--- src/rtl/count_ctrl_fsm.sv ---
// rtl/count_ctrl_fsm.sv - control FSM sequencing load, scan and count of the 8-bit count datapath
module count_ctrl_fsm #(
    parameter int N_STEPS = 8,
    parameter int IDX_W   = $clog2(N_STEPS + 1)
) (
    input  logic             clk,
    input  logic             rst,
    input  logic             start,
    input  logic             abort,
    input  logic             Aeq10,
    output logic             Load_En,
    output logic             shift_En,
    output logic             count_Load,
    output logic             count_Clr,
    output logic             busy,
    output logic             done,
    output logic [IDX_W-1:0] scan_idx
);

    typedef enum logic [1:0] {
        IDLE = 2'd0,
        LOAD = 2'd1,
        SCAN = 2'd2,
        DONE = 2'd3
    } state_t;

    localparam logic [IDX_W-1:0] LAST_IDX = IDX_W'(N_STEPS - 1);

    state_t           state;
    logic [IDX_W-1:0] idx;

    always_ff @(posedge clk or negedge rst) begin
        if (!rst) begin
            state <= IDLE;
            idx   <= '0;
        end else begin
            case (state)
                IDLE: begin
                    if (start) state <= LOAD;
                end
                LOAD: begin
                    idx   <= '0;
                    state <= abort ? IDLE : SCAN;
                end
                SCAN: begin
                    // abort wins over the last-step transition, so no done pulse follows it
                    if (abort) begin
                        state <= IDLE;
                        idx   <= '0;
                    end else if (idx == LAST_IDX) begin
                        state <= DONE;
                        idx   <= '0;
                    end else begin
                        idx <= idx + IDX_W'(1);
                    end
                end
                DONE: begin
                    state <= IDLE;
                end
                default: begin
                    state <= IDLE;
                    idx   <= '0;
                end
            endcase
        end
    end

    // Outputs decode the registered state so async reset clears them immediately;
    // count_Load follows the comparator flag within the same SCAN cycle.
    always_comb begin
        Load_En    = 1'b0;
        shift_En   = 1'b0;
        count_Load = 1'b0;
        count_Clr  = 1'b0;
        busy       = 1'b0;
        done       = 1'b0;
        scan_idx   = '0;
        case (state)
            LOAD: begin
                Load_En   = 1'b1;
                count_Clr = 1'b1;
                busy      = 1'b1;
            end
            SCAN: begin
                busy       = 1'b1;
                count_Load = Aeq10;
                scan_idx   = idx;
                shift_En   = (idx != LAST_IDX);
            end
            DONE: begin
                done = 1'b1;
            end
            default: begin
            end
        endcase
    end

endmodule

--- config.mk ---
export PLATFORM = sky130hd
export DESIGN_NAME = count_ctrl_fsm
export DESIGN_NICKNAME = d
export VERILOG_FILES = /design/src/rtl/count_ctrl_fsm.sv
export SDC_FILE = /design/constraint.sdc
export NUM_CORES = 1
export LEC_CHECK = 0
export ABC_CLOCK_PERIOD_IN_PS = 1300
export CAP_MARGIN = 0
export CORE_AREA = 2 2 39 41
export CTS_CLUSTER_DIAMETER = 30
export DETAILED_ROUTE_END_ITERATION = 10
export DIE_AREA = 0 0 41 43
export PLACE_DENSITY = 0.6
export SYNTH_ARGS = -nofsm -noshare
export SYNTH_HDL_FRONTEND = slang
export SYNTH_SLANG_ARGS = --single-unit
--- constraint.sdc ---
create_clock -name clk -period 1.3 [get_ports clk]
set_input_delay 0.26 -clock clk [delete_from_list [all_inputs] [get_ports clk]]
set_output_delay 0.26 -clock clk [all_outputs]
set_load 0.01 [all_outputs]
Word level (Yosys, flattened, before mapping)
Cells that the tools add are included.
Widths: inputs -> output; s select.
{ "op_classes": {"addsub": 1, "n_eq_ne": 7, "n_mux": 14, "reduce_logical": 4} }
{ "ops": {"columns": ["cell", "count"], "rows": [
  ["$mux 4", 3],
  ["$mux 2", 4],
  ["$pmux 2 s4", 1],
  ["$pmux 4 s2", 1],
  ["$mux 1", 5],
  ["$add 4x1->4 const B", 1],
  ["$eq 2x2->1 const B", 2],
  ["$eq 4x3->1 const B", 1],
  ["$ne 4x3->1 const B", 1],
  ["$ne 3x3->1 const B", 1],
  ["$eq 2x1->1 const B", 1],
  ["$logic_not 2->1", 1],
  ["$ne 2x2->1 const B", 1],
  ["$reduce_and 2->1", 1],
  ["$reduce_bool 2->1", 1],
  ["$reduce_or 2->1", 1]
]} }
{ "totals": {"regBits": 6, "input_bits": 5, "output_inout_bits": 10, "elab_cells": 28} }

Logic depth before layout (Yosys ltp)
{ "logic_depth": {"depth_word": 4, "ltp_mapped": 5, "depth_no_buf": 5} }

Worst setup path before layout
Ideal clock, no wire load.
{ "synth_path": {"kind": "flip-flop to flip-flop", "from": "register state[0]", "to": "register state[0]", "setup_time_ns": 0.065, "arrival_ns": 1.233, "required_ns": 1.235, "path_slack_ns": 0.003, "path_stages_with_launch": 6, "path_buffers": 0, "synth_period_minus_slack_ns": 1.297, "cell_sequence": "dfrtp_1 > inv_1 > ha_1 > and2b_2 > a21oi_2 > o22a_1"} }
{ "synth_between": {"elab_chain_cells": 3, "elab_cells_between_ends": 8} }
{ "synth_rtl": {"columns": ["element", "line", "rtl"], "rows": [
  ["from (decl)", "29", "state_t state;"],
  ["from (signal assigned)", "43", "state <= abort ? IDLE : SCAN;"],
  ["$eq 2x2->1 / $logic_not 2->1 (equally long branches)", "37", "case (state)"],
  ["$ne 3x3->1 (no source line) / $ne 2x2->1 (equally long branches)", null, null],
  ["$reduce_and 2->1 (no source line)", null, null]
]} }
Several ways; a longest one is shown, not always the timed one.
A chain may end at the register's enable or synchronous reset.

Worst setup path after layout
{ "layout_path": {"from": "register idx[0]", "to": "output port shift_En"} }
{ "layout_between": {"elab_chain_cells": 2} }
{ "layout_rtl": {"columns": ["element", "line", "rtl"], "rows": [
  ["from (decl)", "30", "logic [IDX_W-1:0] idx;"],
  ["from (signal assigned)", "54", "idx <= idx + IDX_W'(1);"],
  ["$ne 4x3->1", "88", "shift_En = (idx != LAST_IDX);"],
  ["$mux 1", "78", "case (state)"],
  ["to (decl)", "12", "output logic shift_En,"]
]} }
No other way between the ends.

==> run metrics <==
Hold WC Path Type input pin to async pin; synthesized cell area 433 um^2; status complete, but fails checks; crit path max fanout 2; P&R area growth vs syn 88.4%; DR DRC count 0; final setup slack of the worst path -0.0899 ns; die width 41 um; Worst Setup End Kind output port; Die H 43 um; initial drt markers 2; failing checks negative setup slack; final core occ 59.0%; layout cells sized above 1 70.0%; Post-Synthesis Cells 41; CP max stage delay 0.38 ns; grt total ovfl 0; core area 0.00138 mm^2; CP Cell Sequence ha_4, nand3b_4, and2_4, buf_6; flop-to-flop setup slack -0.07 ns; worst skew pair latency 0.24 ns; Setup Skew 0.00259 ns; Root Driver clkbuf_4; P_int 897 uW; die area 0.00176 mm^2; Mapped Nets 51; CP max-delay cell dfrtp_1; register area share after synthesis 34.7%; detailed placer's ending HPWL 736 um; Rel. slew slack 83.0%; Yosys Warn Count 0; number of I/O port buffers 14; max-slew violations 0; crit start category flop; Final Hold Slack 0.255 ns; Worst VDD drop 0.958 mV; row count 14; Final nets 82; # diodes 0; H-tree depth 1; Design Power 1.45 mW; Crit Path Category flop to output port; vias in the first global route 340; Mean Syn Cell Area 10.6 um^2; WP data arrival 1.13 ns; Worst Path Required 1.04 ns; largest net degree at the start of global routing 8; DR vias 388; Yosys reg bits 6; Setup Viol. Count Final 15; Initial Util 31.3%; Boundary Pins 15; Final Hold Vio Count 0; Sw Pwr 554 uW; Gate power share 70.3%; DR WL/cell 11.6 um; Clock power frac 11.2%; r2r startpoint state[0]; power per cell area 1780 mW/mm^2; Reg power frac 18.5%; Crit Reg-Reg Endpoint state[0]; first-pass GRT wire length 1.48 mm; CTS tree built; Synth area leaders dfrtp_1 35%, ha_1 14%, and2b_2 6.1%; drt pass-1 iters 3; Clock Path Buffers 2; top-area cell type share of the netlist area 34.7%; overall routing resource usage 12.7%; max cap viols 0; leak pwr 0.400 nW; switching share of power 38.2%; via-per-instance ratio 4.51; Final period util 107%; cts bufs inserted 3; f_max 0.719 GHz; RSZ-0062 raised after global routing yes; Reg clk slew, reported paths 0.04 ns; clock sink count 6; initial antenna violation count 0; leading area contributor after synthesis dfrtp_1; Reg2Reg Depth 6; remaining antenna violation count 0; Yosys cell types 20; routability cong. 0.736; Final Critical Period 1.39 ns; DRT Wirelength 994 um; Least-Margin Pin Slew 0.254 ns
==> worst max-delay path by stage <==
stage	startpoint	endpoint	slack, ns	depth (start not counted)
3_3_place_gp	state[0]	scan_idx[2]	-0.35	4
3_5_place_dp	state[0]	scan_idx[2]	-0.37	4
2_1_floorplan	state[0]	state[0]	0.003	5
4_1_cts	idx[1]	shift_En	-0.1	4
6_report	idx[0]	shift_En	-0.09	4
5_1_grt	state[0]	scan_idx[0]	-0.14	4
==> critical path, delay by kind of cell, from the launching register on <==
kind | cells | cell delay, ns
buf+inv | 1 | 0.11
flops | 1 | 0.38
fa+ha+maj | 1 | 0.17
simple gates | 2 | 0.23
==> state kept, by name (all words and copies together), names as in the netlist <==
name and flops:
state 2, idx 4
==> synth_stat cells <==
cell,n
a2111o_1,1
a21oi_2,1
a32o_1,1
and2_1,4
and2_2,2
and2b_2,3
and3_2,1
buf_4,1
dfrtp_1,6
ha_1,5
inv_1,3
mux2i_1,1
nand2b_1,2
nand3_1,2
nand3b_4,1
nor2_1,1
o21ai_0,3
o21ai_2,1
o22a_1,1
o2bb2ai_1,1
==> kinds of logic after synthesis <==
group,after synthesis,share of synthesized area (%)
simple gates,16,27.7
compound gates,9,16.5
flops,6,34.7
fa+ha+maj,5,14.5
buf+inv,4,4.34
mux,1,2.31
==> layout by cell type (no fill, tap or decap), drive strengths merged <==
cell and count:
buf 23, and2 6, dfrtp 6, ha 5, clkdlybuf4s50 4, o21ai 4
and2b 3, clkbuf 3, inv 3, nand2b 2, nand3 2, nand3b 1
a32o 1, a21oi 1, nor2 1, a2111o 1, mux2i 1, and3 1
o2bb2ai 1, o22a 1
==> power by group through the flow <==
stage / clock network [mW] / registers [mW] / logic [mW]
3_3_place_gp: 0 / 0.255 / 0.809
3_5_place_dp: 0 / 0.255 / 0.811
4_1_cts: 0.174 / 0.265 / 0.983
2_1_floorplan: 0 / 0.262 / 0.403
5_1_grt: 0.182 / 0.273 / 1.11
6_report: 0.162 / 0.269 / 1.02
==> routing by layer <==
metal	vias to the layer above	track usage, %	wire length, um
met5	-	0	0
met4	0	8.00	0
met3	0	1.57	43
met2	8	18.1	477
met1	177	17.4	473
li1	203	-	-
==> per-stage QoR <==
stage          std cells  setup WS [ns]  area (um^2)  TNS [ns]
6_report              86        -0.0899          816    -0.966
5_1_grt               86         -0.144          816     -1.83
4_1_cts               86        -0.0999          754     -1.00
3_5_place_dp          81         -0.370          668     -3.72
3_3_place_gp          81         -0.348          668     -3.48
2_1_floorplan         41        0.00256          433         0
==> cell type report <==
type | count | area (um^2)
inverter | 3 | 11.3
multi-input combinational | 31 | 363
sequential | 6 | 150
fill | 129 | 568
tap | 16 | 20.0
clock buffer | 3 | 22.5
timing repair buffer | 27 | 249
==> timing repair <==
action	4_1_cts	5_1_grt
setup endpoints to repair	16	16
buffers inserted	2	0
pin swaps	8	6
hold buffers	0	0
gates resized for setup	60	13
hold endpoints to repair	0	0
Note: power is estimated with default switching activity, not from simulation.
